===== src/rtl/rf_pkg.sv =====
// Shared types and constants for the register-file writeback path.
// Queue entries carry the destination, the pair-write flag and the full 56-bit result.
package rf_pkg;

    localparam int NREG      = 16;
    localparam int RF_HALF_W = 28;
    localparam int RF_W      = 56;
    localparam int CNT_W     = 3;

    typedef struct packed {
        logic [3:0]      dest;
        logic            simd;
        logic [RF_W-1:0] data;
    } wb_entry_t;

    localparam int ENTRY_W = $bits(wb_entry_t);

    // True when entry e will write register r. A pair write to r15 cannot
    // wrap, so it only covers r15 itself.
    function automatic logic covers(input wb_entry_t e, input logic [3:0] r);
        logic pair_ok;
        pair_ok = e.simd && (e.dest != 4'hF);
        return (e.dest == r) || (pair_ok && ((e.dest + 4'd1) == r));
    endfunction

endpackage


===== src/rtl/wb_fifo.sv =====
// Per-source writeback queue: count-based FIFO of DEPTH entries.
// Latency: an entry pushed at edge N is visible at the head after edge N.
// Backpressure: full is a function of the count only; push must not be asserted while full.
module wb_fifo #(
    parameter int DEPTH = 2,
    parameter int W     = 61
) (
    input  logic         clk,
    input  logic         rst,
    input  logic         push,
    input  logic [W-1:0] push_dat,
    input  logic         pop,
    output logic [W-1:0] pop_dat,
    output logic         full,
    output logic         empty
);

    localparam int AW = (DEPTH > 1) ? $clog2(DEPTH) : 1;
    localparam int CW = $clog2(DEPTH + 1);

    logic [W-1:0]  mem_q [DEPTH];
    logic [W-1:0]  mem_d [DEPTH];
    logic [AW-1:0] wr_ptr_q, wr_ptr_d;
    logic [AW-1:0] rd_ptr_q, rd_ptr_d;
    logic [CW-1:0] cnt_q, cnt_d;

    always_comb begin
        mem_d    = mem_q;
        wr_ptr_d = wr_ptr_q;
        rd_ptr_d = rd_ptr_q;
        if (push) begin
            mem_d[wr_ptr_q] = push_dat;
            wr_ptr_d = (wr_ptr_q == AW'(DEPTH - 1)) ? '0 : wr_ptr_q + 1'b1;
        end
        if (pop) begin
            rd_ptr_d = (rd_ptr_q == AW'(DEPTH - 1)) ? '0 : rd_ptr_q + 1'b1;
        end
        cnt_d = cnt_q + CW'(push) - CW'(pop);
    end

    always_ff @(posedge clk or posedge rst) begin
        if (rst) begin
            mem_q    <= '{default: '0};
            wr_ptr_q <= '0;
            rd_ptr_q <= '0;
            cnt_q    <= '0;
        end else begin
            mem_q    <= mem_d;
            wr_ptr_q <= wr_ptr_d;
            rd_ptr_q <= rd_ptr_d;
            cnt_q    <= cnt_d;
        end
    end

    assign pop_dat = mem_q[rd_ptr_q];
    assign full    = (cnt_q == CW'(DEPTH));
    assign empty   = (cnt_q == '0);

endmodule


===== src/rtl/rf_writeback.sv =====
// Merges ALU (s0) and load (s1) results into the single register-file write port, round-robin.
// Latency: 1 cycle from accept to registered write when both queues are empty and hold is low.
// Backpressure: sk_ready is queue-not-full; hold stalls issue while accepts continue until full.
module rf_writeback #(
    parameter int DEPTH = 2,
    parameter int NREG  = 16
) (
    input  logic            clk,
    input  logic            rst,
    input  logic            s0_valid,
    output logic            s0_ready,
    input  logic [3:0]      s0_dest,
    input  logic            s0_simd,
    input  logic [55:0]     s0_data,
    input  logic            s1_valid,
    output logic            s1_ready,
    input  logic [3:0]      s1_dest,
    input  logic            s1_simd,
    input  logic [55:0]     s1_data,
    input  logic            hold,
    output logic            wen,
    output logic [3:0]      dest_sel,
    output logic            iswrSIMD,
    output logic [55:0]     data_in,
    output logic [NREG-1:0] pending,
    output logic            err_simd_wrap
);

    import rf_pkg::*;

    wb_entry_t in0, in1, head0, head1, head;
    logic      full0, full1, empty0, empty1;
    logic      acc0, acc1, issue, grant1, pop0, pop1, pair_ok;

    logic            wen_q, wen_d;
    logic [3:0]      dest_sel_q, dest_sel_d;
    logic            simd_q, simd_d;
    logic [RF_W-1:0] data_q, data_d;
    logic            err_q, err_d;
    logic            rr_q, rr_d;
    logic [CNT_W-1:0] cnt_q [NREG];
    logic [CNT_W-1:0] cnt_d [NREG];

    assign in0 = '{dest: s0_dest, simd: s0_simd, data: s0_data};
    assign in1 = '{dest: s1_dest, simd: s1_simd, data: s1_data};

    wb_fifo #(.DEPTH(DEPTH), .W(ENTRY_W)) u_q0 (
        .clk(clk), .rst(rst), .push(acc0), .push_dat(in0), .pop(pop0),
        .pop_dat(head0), .full(full0), .empty(empty0)
    );

    wb_fifo #(.DEPTH(DEPTH), .W(ENTRY_W)) u_q1 (
        .clk(clk), .rst(rst), .push(acc1), .push_dat(in1), .pop(pop1),
        .pop_dat(head1), .full(full1), .empty(empty1)
    );

    assign s0_ready = ~full0;
    assign s1_ready = ~full1;
    assign acc0     = s0_valid & ~full0;
    assign acc1     = s1_valid & ~full1;

    // rr_q set means s1 holds priority when both heads are waiting.
    assign issue   = ~hold & (~empty0 | ~empty1);
    assign grant1  = ~empty1 & (empty0 | rr_q);
    assign pop0    = issue & ~grant1;
    assign pop1    = issue & grant1;
    assign head    = grant1 ? head1 : head0;
    assign pair_ok = head.simd && (head.dest != 4'hF);

    always_comb begin
        wen_d      = 1'b0;
        dest_sel_d = dest_sel_q;
        simd_d     = simd_q;
        data_d     = data_q;
        err_d      = err_q;
        rr_d       = rr_q;
        if (issue) begin
            wen_d      = 1'b1;
            dest_sel_d = head.dest;
            simd_d     = pair_ok;
            data_d     = pair_ok ? head.data
                                 : {head.data[RF_W-1:RF_HALF_W], {RF_HALF_W{1'b0}}};
            rr_d       = ~grant1;
            if (head.simd && (head.dest == 4'hF)) begin
                err_d = 1'b1;
            end
        end
    end

    // Both accepts and the issue can touch one register in the same cycle.
    always_comb begin
        for (int i = 0; i < NREG; i++) begin
            cnt_d[i] = cnt_q[i]
                     + CNT_W'(acc0 && covers(in0, 4'(i)))
                     + CNT_W'(acc1 && covers(in1, 4'(i)))
                     - CNT_W'(issue && covers(head, 4'(i)));
        end
    end

    always_ff @(posedge clk or posedge rst) begin
        if (rst) begin
            wen_q      <= 1'b0;
            dest_sel_q <= '0;
            simd_q     <= 1'b0;
            data_q     <= '0;
            err_q      <= 1'b0;
            rr_q       <= 1'b0;
            cnt_q      <= '{default: '0};
        end else begin
            wen_q      <= wen_d;
            dest_sel_q <= dest_sel_d;
            simd_q     <= simd_d;
            data_q     <= data_d;
            err_q      <= err_d;
            rr_q       <= rr_d;
            cnt_q      <= cnt_d;
        end
    end

    always_comb begin
        pending = '0;
        for (int i = 0; i < NREG; i++) begin
            pending[i] = (cnt_q[i] != '0);
        end
    end

    assign wen           = wen_q;
    assign dest_sel      = dest_sel_q;
    assign iswrSIMD      = simd_q;
    assign data_in       = data_q;
    assign err_simd_wrap = err_q;

endmodule


===== config.mk =====
export PLATFORM = sky130hd
export DESIGN_NAME = rf_writeback
export DESIGN_NICKNAME = d
export VERILOG_FILES = /design/src/rtl/rf_pkg.sv /design/src/rtl/wb_fifo.sv /design/src/rtl/rf_writeback.sv
export SDC_FILE = /design/constraint.sdc
export NUM_CORES = 1
export LEC_CHECK = 0
export BUFFER_PORTS_ARGS = -buffer_cell sky130_fd_sc_hd__buf_2
export CORE_UTILIZATION = 59
export DETAILED_ROUTE_END_ITERATION = 16
export GPL_ROUTABILITY_DRIVEN = 0
export GPL_TIMING_DRIVEN = 0
export PLACE_DENSITY = 0.79
export SLEW_MARGIN = 20
export SYNTH_ARGS = -nofsm -noshare
export SYNTH_HDL_FRONTEND = slang
export SYNTH_HIERARCHICAL = 1
export SYNTH_SLANG_ARGS = --single-unit

===== constraint.sdc =====
create_clock -name clk -period 5.57 [get_ports clk]
set_clock_uncertainty 0.1 [all_clocks]
set_input_delay 0.8355 -clock clk [delete_from_list [all_inputs] [get_ports clk]]
set_output_delay 0.8355 -clock clk [all_outputs]
set_load 0.05 [all_outputs]

== After elaboration in Yosys (flattened, before gate mapping) ==
Index checks and enable logic that the tools add are counted.
Widths: inputs -> output; s select.
Cells by class
  add/sub/neg operators: 59
  order comparisons: 6
  eq/ne operators: 95
  mux-type cells: 19
  bitwise gates (word level): 18
  reductions and logical operators: 175
Operators by type and width (count)
  $mux 61: 9
  $bwmux 122: 2
  $eq 4x4->1 const B: 48
  $demux 61 s1: 2
  $logic_and 1x1->1: 102
  $add 3x1->3: 32
  $eq 4x3->1 const B: 24
  $eq 4x2->1 const B: 12
  $logic_or 1x1->1: 48
  $reduce_bool 3->1: 16
  $sub 3x1->3: 16
  $mux 28: 1
  $eq 4x1->1 const B: 6
  $logic_not 4->1: 6
  $add 4x1->4 const B: 3
  $ne 4x4->1 const B: 3
  $ge 2x2->1 const B: 4
  $not 1->2: 4
  $and 1x1->1: 6
  $not 1->1: 6
  $mux 1: 5
  $add 1x1->1 const B: 4
  $add 2x1->2: 2
  $eq 2x2->1 const B: 2
  other kinds (5): 9
Word-level totals
  bits in registers: 364
  bits of input ports: 127
  output and inout port bits: 81
  logic and storage cells: 404

== Depth between registers and ports, before layout ==
Gate-level depths: netlist of the first run.
  depth after elaboration: 11
  depth in mapped cells: 13
  mapped depth without buffers: 11

== By module ==
Netlist of the first run, hierarchy kept.
Modules (own cells, without submodules)
  wb_fifo: instances 2, cells an instance 342, area an instance 5546.6 sq um, sequential area each 3153.0 sq um
  rf_writeback: instances 1, cells an instance 579, area an instance 6277.3 sq um, sequential area each 2802.7 sq um

== Least setup slack after synthesis of the first run ==
Ideal clock, no wire load.
  kind: register to register
  start point: register u_q0.rd_ptr_q
  end point: register, netlist name cnt_q[44]
  setup time: 0.123 ns
  data arrival time: 3.161 ns
  required time: 5.347 ns
  path slack: 2.187 ns
  stages on the path, launching flop included: 14
  path buffers: 2
  clock period less this slack: 3.383 ns
  cells stage by stage: dfrtp_1 buf_2 buf_2 mux2_2 or2_2 o32a_1 a31o_2 nor2_1 ha_1 inv_1 fa_1 fa_1 xor2_1 xnor2_1
RTL lines
  start: declaration: line wb_fifo.sv:24  | logic [AW-1:0] rd_ptr_q, rd_ptr_d;
  start signal: assignment: line wb_fifo.sv:50  | rd_ptr_q <= rd_ptr_d;

==> summary.md, run 1 <==
| Metric | Value |
|---|---|
| Clock sink count | `364` |
| Number of routed nets with antenna violations | `0` |
| Syn_area_per_cell | `13.8 sq um` |
| Finished Layout Cells | `1935` |
| Fillers | `2052` |
| Crit. End Element | `register` |
| Worst hold path type | `in2async` |
| DR iter-0 viols | `626` |
| Final hold vios | `0` |
| Post-CTS setup buffers | `0` |
| Worst Slack Setup Final | `1.63 ns` |
| Hpwl dp | `29.2 mm` |
| Area of the multi-input gates | `0.00745 sq mm` |
| Wire per inst | `21.7 um` |
| Cells after DPL | `1857` |
| Number of port buffers | `207` |
| TNS Setup | `0 ns` |
| GR Util All Layers | `28.7%` |
| CP Cell Sequence | `buf_2 > buf_2 > mux2_2 > or2_2 > o32a_1 > a31o_2 > nor2_1 > ha_1 > inv_1 > fa_1 > fa_1 > xnor2_1 > xnor2_1` |
| Power per standard cell area | `685 mW/mm^2` |
| Placement Rows | `62` |
| Clk buf depth | `3` |
| R2r setup slk | `1.63 ns` |
| First-pass DRT Iterations | `5` |
| Worst hold slack | `0.285 ns` |
| Number of global-route vias before repair | `11.8k` |
| CP startpoint kind | `register` |
| RSZ-0062 raised after global routing | `no` |
| Final period util | `70.8%` |
| Net count, final | `1693` |
| Layout cells sized above 1 | `46.7%` |
| Vert. Die Dim | `174 um` |
| Reg2reg path depth | `13` |
| Worst Tran Pin Value | `0.773 ns` |
| Post-synth EDFFs | `0` |
| Area Growth Syn to Fin | `17.1%` |
| Post-Route WL | `41.9 mm` |
| Initial antenna violation count | `12` |
| Most frequent cells in the layout | `dfrtp_1, mux2_2, buf_2` |
| Register bit total from synthesis | `364` |
| Kind of critical path | `reg2reg` |
| First-pass GRT wire length | `66.3 mm` |
| Crit-path max FO | `10` |
| DIE AREA | `0.0301 sq mm` |
| WP data arrival | `4.28 ns` |
| Peak VDD IR | `0.371 mV` |
| Syn_nets | `1442` |
| Max Fclk | `254 MHz` |
| Slowest CP cell | `mux2_2` |
| Ports | `208` |
| Post-CTS Hold Buffers | `0` |
| Relative slew margins | `48.5%` |
| Maxcap violations | `0` |
| Post-CTS Resized | `0` |
| Slowest stage delay, CP | `0.46 ns` |
| Post-synth top flop | `dfrtp_1` |
| Root Buffer | `clkbuf_16` |
| RR Endpoint | `cnt_q[8]` |
| Leading cell type in the layout, fill and taps excluded | `dfrtp_1` |
| Clock buffer count from CTS | `39` |
| Placed cell areas | `0.0190 sq mm` |
| Final Cell Area | `0.0203 sq mm` |
| Cells after synthesis | `1263` |
| Largest net degree at the start of global routing | `75` |
| Register area | `0.00911 sq mm` |
| Clk Latency, worst-skew pair | `0.54 ns` |
| Sequential share of the synthesized area | `52.4%` |
| Post-DR vias/cell | `5.65` |
| Final core occ | `70.5%` |
| Synthesized cell area | `0.0174 sq mm` |
| H-tree depth | `2` |
| Die extent in x | `174 um` |
| Async SR Flop Fraction | `100%` |
| Total power | `13.9 mW` |
| Initial core utilization | `60.2%` |
| Outcome | `complete, no violations` |
| Syn. warnings | `6` |
| DRC viols | `0` |
| Total core area | `0.0289 sq mm` |
| Reg2reg start | `u_q0/rd_ptr_q` |
| CP required | `5.91 ns` |
| CTS clk-pin slew, worst paths | `0.07 ns` |
| Final min period | `3.94 ns` |
| LEAKAGE | `9.24 nW` |
| CTS tree | `yes` |
| Cell variety after synth | `50` |
| GR Overflow Total | `0` |
| Final Max Slew Viols | `0` |
| Place WS | `1.66 ns` |
| Final Setup Violations | `0` |
| Via count | `10.9k` |
sequential cells by signal, indices dropped and copies added (netlist names):
signal         count
cnt_q             48
data_in           56
dest_sel           4
err_simd_wrap      1
iswrSIMD           1
rr_q               1
u_q0/cnt_q         2
u_q0/mem_q       122
u_q0/rd_ptr_q      1
u_q0/wr_ptr_q      1
u_q1/cnt_q         2
u_q1/mem_q       122
u_q1/rd_ptr_q      1
u_q1/wr_ptr_q      1
wen                1
metal layers:
layer | GRT usage (%) | wire length, um | up-vias
li1 | - | - | 4934
met1 | 37.0 | 17200 | 5600
met2 | 47.7 | 20500 | 309
met3 | 7.48 | 2870 | 82
met4 | 9.36 | 1260 | 10
met5 | 0 | 69 | -
where the power goes:
part	internal [mW]	switching, mW	total, mW
registers	4.01	0.710	4.72
logic	3.06	3.50	6.56
clock network	1.58	1.07	2.65
worst max-delay path by stage:
stage,startpoint,endpoint,slack [ns]
after floorplan,rst,u_q0/cnt_q[0],1.28
after global placement,rst,u_q0/mem_q[114],-0.37
after detailed placement,u_q0/rd_ptr_q,cnt_q[8],1.66
after CTS,u_q0/rd_ptr_q,cnt_q[8],1.63
after global routing,u_q0/rd_ptr_q,cnt_q[8],1.45
final,u_q0/rd_ptr_q,cnt_q[8],1.63
synthesized netlist by cell type (all sizes together) (11+ instances only):
cell | count | area share (%)
fa | 32 | 3.7
xnor2 | 28 | 1.4
nor2b | 11 | 0.48
mux2 | 367 | 24
nand2 | 60 | 1.3
mux2i | 36 | 2.1
clkbuf | 14 | 0.33
o21ai | 32 | 1.1
buf | 53 | 3.0
nor2 | 40 | 0.86
xor2 | 12 | 0.61
ha | 20 | 1.4
inv | 64 | 1.4
dfrtp | 364 | 52
a221o | 28 | 1.6
or3 | 18 | 0.65
nor3b | 31 | 1.3
worst max-delay path, delay by kind of cell (launching register included):
kind | cells | cell delay [ns]
DFF | 1 | 0.32
AOI/OAI and AO/OA | 2 | 0.59
and+or+nand+nor | 2 | 0.47
xor gates and xnor gates | 2 | 0.32
adders and majority gates | 3 | 0.96
buffers and inverters | 3 | 0.63
muxes | 1 | 0.46
cells by family after synthesis:
logic type	after synthesis	synth area share, %
buffers and inverters	131	4.70
adders and majority gates	52	5.13
xor gates and xnor gates	40	2.02
muxes	403	26.1
AOI/OAI and AO/OA	81	3.84
and+or+nand+nor	192	5.76
DFF	364	52.4
layout make-up:
| class | instances | share of cell area [%] |
|---|---|---|
| Antenna cell | 9 | 0.111 |
| Buffer | 67 | 2.83 |
| Clock buffer | 54 | 5.62 |
| Clock inverter | 15 | 0.910 |
| Inverter | 64 | 1.28 |
| Multi-Input combinational cell | 768 | 36.6 |
| Sequential cell | 364 | 44.8 |
| Tap cell | 384 | 2.36 |
| Timing Repair Buffer | 210 | 5.50 |
(Power assumes the default switching activity.)
==> inputs of run 2 (changes only) <==
- CORE_UTILIZATION: 59 -> 53
- PLACE_DENSITY: 0.79 -> 0.75
- clock period: 5.57 -> 3.25 ns (I/O delays scaled with it)
==> run 2 against run 1 <==
  * The flow now finishes with violations (negative setup slack)
  * First-iteration DRC count decreased by 7.3%
  * Critical path type unchanged
  * Clock power increased by 69%
  * Global-route usage decreased by 1.9 points
==> summary.md, run 2 (synthesized netlist as in run 1, its figures left out) <==
| Metric | Value |
|---|---|
| Total core area | `0.0319 sq mm (+10%)` |
| Power per standard cell area | `1180 mW/mm^2 (+72%)` |
| Total power | `24.9 mW (+79%)` |
| Crit-path max FO | `6 (-4)` |
| Hpwl dp | `30.8 mm (+5.4%)` |
| CP startpoint kind | `register` |
| Area of the multi-input gates | `0.00781 sq mm (+4.9%)` |
| Final hold vios | `0 (unchanged)` |
| Post-DR vias/cell | `5.58 (-1.3%)` |
| Number of global-route vias before repair | `12.1k (+2.3%)` |
| Cells after DPL | `1917 (+3.2%)` |
| Final Cell Area | `0.0211 sq mm (+3.9%)` |
| Root Buffer | `clkbuf_16` |
| Wire per inst | `21.8 um (+0.80%)` |
| GR Util All Layers | `26.8% (-1.9 points)` |
| Worst Slack Setup Final | `-0.0102 ns (-1.64 ns)` |
| First-pass DRT Iterations | `5 (unchanged)` |
| H-tree depth | `2 (unchanged)` |
| GR Overflow Total | `0 (unchanged)` |
| Slowest stage delay, CP | `0.44 ns (-0.02 ns)` |
| Outcome | `finished with violations` |
| Largest net degree at the start of global routing | `34 (-55%)` |
| Number of port buffers | `207 (unchanged)` |
| Crit. End Element | `register` |
| Most frequent cells in the layout | `dfrtp_1, mux2_2, buf_2` |
| WP data arrival | `3.58 ns (-0.70 ns)` |
| Via count | `11.2k (+2.8%)` |
| Initial core utilization | `54.5% (-5.7 points)` |
| CP Cell Sequence | `buf_4 > mux2_4 > mux2i_4 > mux2i_4 > buf_6 > nor3_2 > ha_1 > inv_1 > fa_2 > fa_2 > xor2_1 > xnor2_1` |
| Leading cell type in the layout, fill and taps excluded | `dfrtp_1` |
| Initial antenna violation count | `11 (-1)` |
| Final period util | `100% (+30 points)` |
| Final Max Slew Viols | `0 (unchanged)` |
| Final core occ | `66.3% (-4.2 points)` |
| Area Growth Syn to Fin | `21.6%` |
| Clk Latency, worst-skew pair | `0.55 ns (about the same)` |
| Die extent in x | `183 um (+5.4%)` |
| Placement Rows | `65 (+4.8%)` |
| Net count, final | `1725 (+1.9%)` |
| Final min period | `3.26 ns (-0.683 ns)` |
| DRC viols | `0 (unchanged)` |
| Clk buf depth | `3 (unchanged)` |
| Clock sink count | `364 (unchanged)` |
| Peak VDD IR | `0.752 mV (+100%)` |
| First-pass GRT wire length | `67.9 mm (+2.4%)` |
| CP required | `3.57 ns (-2.34 ns)` |
| Relative slew margins | `42.6% (-5.9 points)` |
| Clock buffer count from CTS | `40 (+2.6%)` |
| Violated checks | `negative setup slack` |
| RSZ-0062 raised after global routing | `yes` |
| Register area | `0.00911 sq mm (about the same)` |
| Max Fclk | `307 MHz (+21%)` |
| LEAKAGE | `9.48 nW (+2.6%)` |
| Final Setup Violations | `2 (+2)` |
| DIE AREA | `0.0335 sq mm (+11%)` |
| Maxcap violations | `0 (unchanged)` |
| Worst hold path type | `in2reg` |
| Kind of critical path | `reg2reg` |
| Finished Layout Cells | `2015 (+4.1%)` |
| Number of routed nets with antenna violations | `0 (unchanged)` |
| Fillers | `2335 (+14%)` |
| Slowest CP cell | `dfrtp_2` |
| CTS clk-pin slew, worst paths | `0.06 ns (about the same)` |
| Worst Tran Pin Value | `0.861 ns (+0.0879 ns)` |
| Vert. Die Dim | `183 um (+5.4%)` |
| Ports | `208 (unchanged)` |
| DR iter-0 viols | `580 (-7.3%)` |
| CTS tree | `yes` |
| Placed cell areas | `0.0192 sq mm (+1.3%)` |
| Layout cells sized above 1 | `51.9% (+5.2 points)` |
| Post-Route WL | `44.0 mm (+5.0%)` |
==> run 2: path summary, 6_finish.rpt <==
kind                          startpoint        endpoint  slack, ns  depth (start not counted)
max reg2reg                u_q0/rd_ptr_q        cnt_q[2]      -0.01                         12
min reg2reg                     cnt_q[2]        cnt_q[2]       0.37                          1
max in group asynchronous            rst   u_q1/mem_q[3]       1.53                          6
min                          s1_data[23]  u_q1/mem_q[23]       0.08                          2
max                        u_q0/rd_ptr_q        cnt_q[2]      -0.01                         12
min in group asynchronous            rst     data_in[53]       0.42                          3
==> run 2: final cells by class <==
type	instances	share of cell area, %
flip-flops and latches	364	43.1
diodes	5	0.0592
plain buffers	66	2.94
multi-input cells	768	37.0
clock buffers	57	5.57
inverters	64	1.21
well taps	435	2.58
repair buffers	242	6.94
clock inverters	14	0.622
==> run 2: power breakdown <==
group	leakage, nW	internal [mW]	switching, mW
Sequential	4.34	6.87	1.27
Combinational	4.49	5.90	6.38
Clock	0.651	2.62	1.87
Total	9.48	15.4	9.52
==> run 2: worst max-delay path: cells and delay by family, from the launching register on <==
family,cells,cell delay (ns)
AND/OR/NAND/NOR,1,0.04
flip-flops,1,0.44
adder cells (fa/ha/maj),3,1.03
multiplexers,3,0.90
XOR/XNOR,2,0.27
buffers and inverters,3,0.36
==> run 2: layer usage <==
layer | share of wire [%] | GRT usage (%)
met1 | 40 | 33.9
met2 | 49 | 44.5
met3 | 6.6 | 6.47
met4 | 3.7 | 10.5
met5 | 0.23 | 0
==> run 2: what timing repair did <==
action | 4_1_cts | 5_1_grt
endpoints found under the setup margin | 34 | 24
pin swaps | 20 | 24
hold endpoints to repair | 47 | 0
hold buffers | 1 | 0
resized for setup | 58 | 43
buffers inserted | 13 | 9
==> run 2: through the flow <==
step | hold WS [ns] | setup slack [ns] | TNS, ns
3_3_place_gp | 0.354 | -0.485 | -8.20
6_report | 0.0788 | -0.0102 | -0.0104
2_1_floorplan | 0.340 | 0.0100 | 0
3_5_place_dp | 0.361 | -0.538 | -9.15
5_1_grt | 0.0671 | -0.0899 | -0.568
4_1_cts | 0.0646 | -0.104 | -0.564
==> inputs of run 3 (changes only) <==
- CORE_UTILIZATION: 53 -> 63
- PLACE_DENSITY: 0.75 -> 0.83
- clock period: 3.25 -> 3.8 ns (I/O delays scaled with it)
==> run 3 against run 2 <==
  * The flow now finishes without violations
  * Maximum frequency is 12% lower
  * Hold slack got worse by 0.037 ns
  * Die area shrank 16%
  * Global-route usage grew 4.8 points
  * Total power is 18% lower
  * Setup slack better by 0.10 ns
==> summary.md, run 3 (synthesized netlist as in run 1, its figures left out) <==
| Metric | Value |
|---|---|
| GR Overflow Total | `0 (unchanged)` |
| Post-DR vias/cell | `5.88 (+5.4%)` |
| Reg2reg start | `u_q0/rd_ptr_q` |
| Final min period | `3.71 ns (+0.449 ns)` |
| Number of global-route vias before repair | `12.3k (+1.2%)` |
| Net count, final | `1697 (-1.6%)` |
| R2r setup slk | `0.09 ns (+0.10 ns)` |
| Largest net degree at the start of global routing | `71 (+110%)` |
| Hpwl dp | `29.9 mm (-2.7%)` |
| Clock sink count | `364 (unchanged)` |
| Cells after DPL | `1819 (-5.1%)` |
| Crit. End Element | `register` |
| LEAKAGE | `9.25 nW (-2.5%)` |
| CP startpoint kind | `register` |
| CP required | `4.11 ns (+0.54 ns)` |
| Clk buf depth | `3 (unchanged)` |
| Area of the multi-input gates | `0.00747 sq mm (-4.3%)` |
| Final hold vios | `0 (unchanged)` |
| Die extent in x | `168 um (-8.2%)` |
| RR Endpoint | `cnt_q[32]` |
| Final Setup Violations | `0 (-2)` |
| Vert. Die Dim | `168 um (-8.2%)` |
| Wire per inst | `22.6 um (+3.4%)` |
| WP data arrival | `4.02 ns (+0.44 ns)` |
| Switch Pwr | `7.83 mW (-18%)` |
| DIE AREA | `0.0282 sq mm (-16%)` |
| Area Growth Syn to Fin | `17.0%` |
| CTS clk-pin slew, worst paths | `0.06 ns (about the same)` |
| Register area | `0.00911 sq mm (about the same)` |
| Internal power | `12.6 mW (-18%)` |
| Final period util | `97.6% (-2.7 points)` |
| Maxcap violations | `0 (unchanged)` |
| Ports | `208 (unchanged)` |
| GR Util All Layers | `31.6% (+4.8 points)` |
| Worst Slack Setup Final | `0.0903 ns (+0.101 ns)` |
| Power per standard cell area | `1000 mW/mm^2 (-15%)` |
| Crit-path max FO | `10 (+4)` |
| RSZ-0062 raised after global routing | `no` |
| Leading cell type in the layout, fill and taps excluded | `dfrtp_1` |
| Max Fclk | `270 MHz (-12%)` |
| Relative slew margins | `47.6% (+4.9 points)` |
| Peak VDD IR | `0.590 mV (-22%)` |
| Worst Tran Pin Value | `0.785 ns (-0.0757 ns)` |
| Post-Route WL | `42.7 mm (-2.9%)` |
| Post-CTS Hold Buffers | `0 (-1)` |
| Final Max Slew Viols | `0 (unchanged)` |
| Clk pwr share | `18.1% (about the same)` |
| Sw frac | `38.4% (+0.19 points)` |
| TNS Setup | `0 ns (+0.0104 ns)` |
| Fillers | `1676 (-28%)` |
| Layout cells sized above 1 | `47.0% (-4.9 points)` |
| Number of port buffers | `207 (unchanged)` |
| First-pass GRT wire length | `68.1 mm (+0.33%)` |
| Flop pwr share | `34.2% (+1.5 points)` |
| Initial core utilization | `64.3% (+9.8 points)` |
| Total core area | `0.0270 sq mm (-15%)` |
| Root Buffer | `clkbuf_16` |
| First-pass DRT Iterations | `5 (unchanged)` |
| Reg2reg path depth | `13 (+1)` |
| CTS tree | `yes` |
| Worst hold path type | `in2async` |
| DRC viols | `0 (unchanged)` |
| Clk Latency, worst-skew pair | `0.53 ns (-0.02 ns)` |
| Placement Rows | `60 (-7.7%)` |
| Clock buffer count from CTS | `38 (-5.0%)` |
| DR iter-0 viols | `685 (+18%)` |
| Outcome | `complete, no violations` |
| H-tree depth | `2 (unchanged)` |
| Worst hold slack | `0.0418 ns (-0.0370 ns)` |
| Most frequent cells in the layout | `dfrtp_1, mux2_2, buf_2` |
| Via count | `11.1k (-0.97%)` |
| Finished Layout Cells | `1893 (-6.1%)` |
| Place WS | `-0.0823 ns (+0.456 ns)` |
| Initial antenna violation count | `8 (-3)` |
| Combinational share of power | `47.7% (-1.6 points)` |
| Kind of critical path | `reg2reg` |
| Number of routed nets with antenna violations | `0 (unchanged)` |
| Post-CTS setup buffers | `0 (-13)` |
## run 3: metrics by stage
stage	power (mW)	instance area, sq um	utilization, %
2_1_floorplan	14.2	17400	-
3_3_place_gp	16.0	18800	69.7
3_5_place_dp	16.6	19000	70.4
4_1_cts	20.4	20300	75.0
5_1_grt	21.5	20300	75.2
6_report	20.4	20300	75.2
## run 3: cell type report
| class | instances | share of cell area [%] |
|---|---|---|
| inverter | 64 | 1.24 |
| sequential | 364 | 44.8 |
| clock buffer | 50 | 5.25 |
| multi-input combinational | 768 | 36.8 |
| buffer | 67 | 2.92 |
| timing repair buffer | 215 | 5.96 |
| clock inverter | 18 | 0.874 |
| tap | 341 | 2.10 |
| antenna | 6 | 0.0739 |
## run 3: power groups by stage
stage | combinational, mW | clock [mW] | sequential [mW]
detailed placement | 9.58 | 0 | 6.97
finish | 9.73 | 3.69 | 6.97
global placement | 9.19 | 0 | 6.83
floorplan | 6.60 | 0 | 7.55
CTS | 9.70 | 3.74 | 6.95
global route | 10.5 | 3.89 | 7.18
## run 3: timing repair
item	in CTS	in global routing
gates resized for setup	4	8
endpoints found under the hold margin	0	0
setup endpoints to repair	7	10
## run 3: worst max-delay path, stage by stage (launching register included)
cell and delay [ns]:
dfrtp_1 0.35, clkbuf_4 0.22, buf_8 0.19, mux2_4 0.35, or2_2 0.30, o32a_1 0.34, a31o_2 0.27, nor2_1 0.13
ha_1 0.15, inv_1 0.05, fa_1 0.41, fa_1 0.42, xnor2_2 0.16, xnor2_1 0.12
## run 3: how the worst max path moves through the flow
stage                  endpoint  slack, ns          start
floorplan              cnt_q[0]       0.17            rst
global placement    data_in[12]      -1.71            rst
detailed placement     cnt_q[8]      -0.08  u_q0/rd_ptr_q
CTS                    cnt_q[8]       0.05  u_q0/rd_ptr_q
global route          cnt_q[32]       0.01  u_q1/rd_ptr_q
finish                cnt_q[32]       0.09  u_q0/rd_ptr_q
## run 3: metal layers
layer / track usage [%] / up-vias / wire length (um)
met3: 7.31 / 122 / 2870
met5: 0 / - / 38
met4: 12.0 / 6 / 1610
met1: 39.8 / 5705 / 17100
met2: 53.4 / 377 / 21100
li1: - / 4924 / -
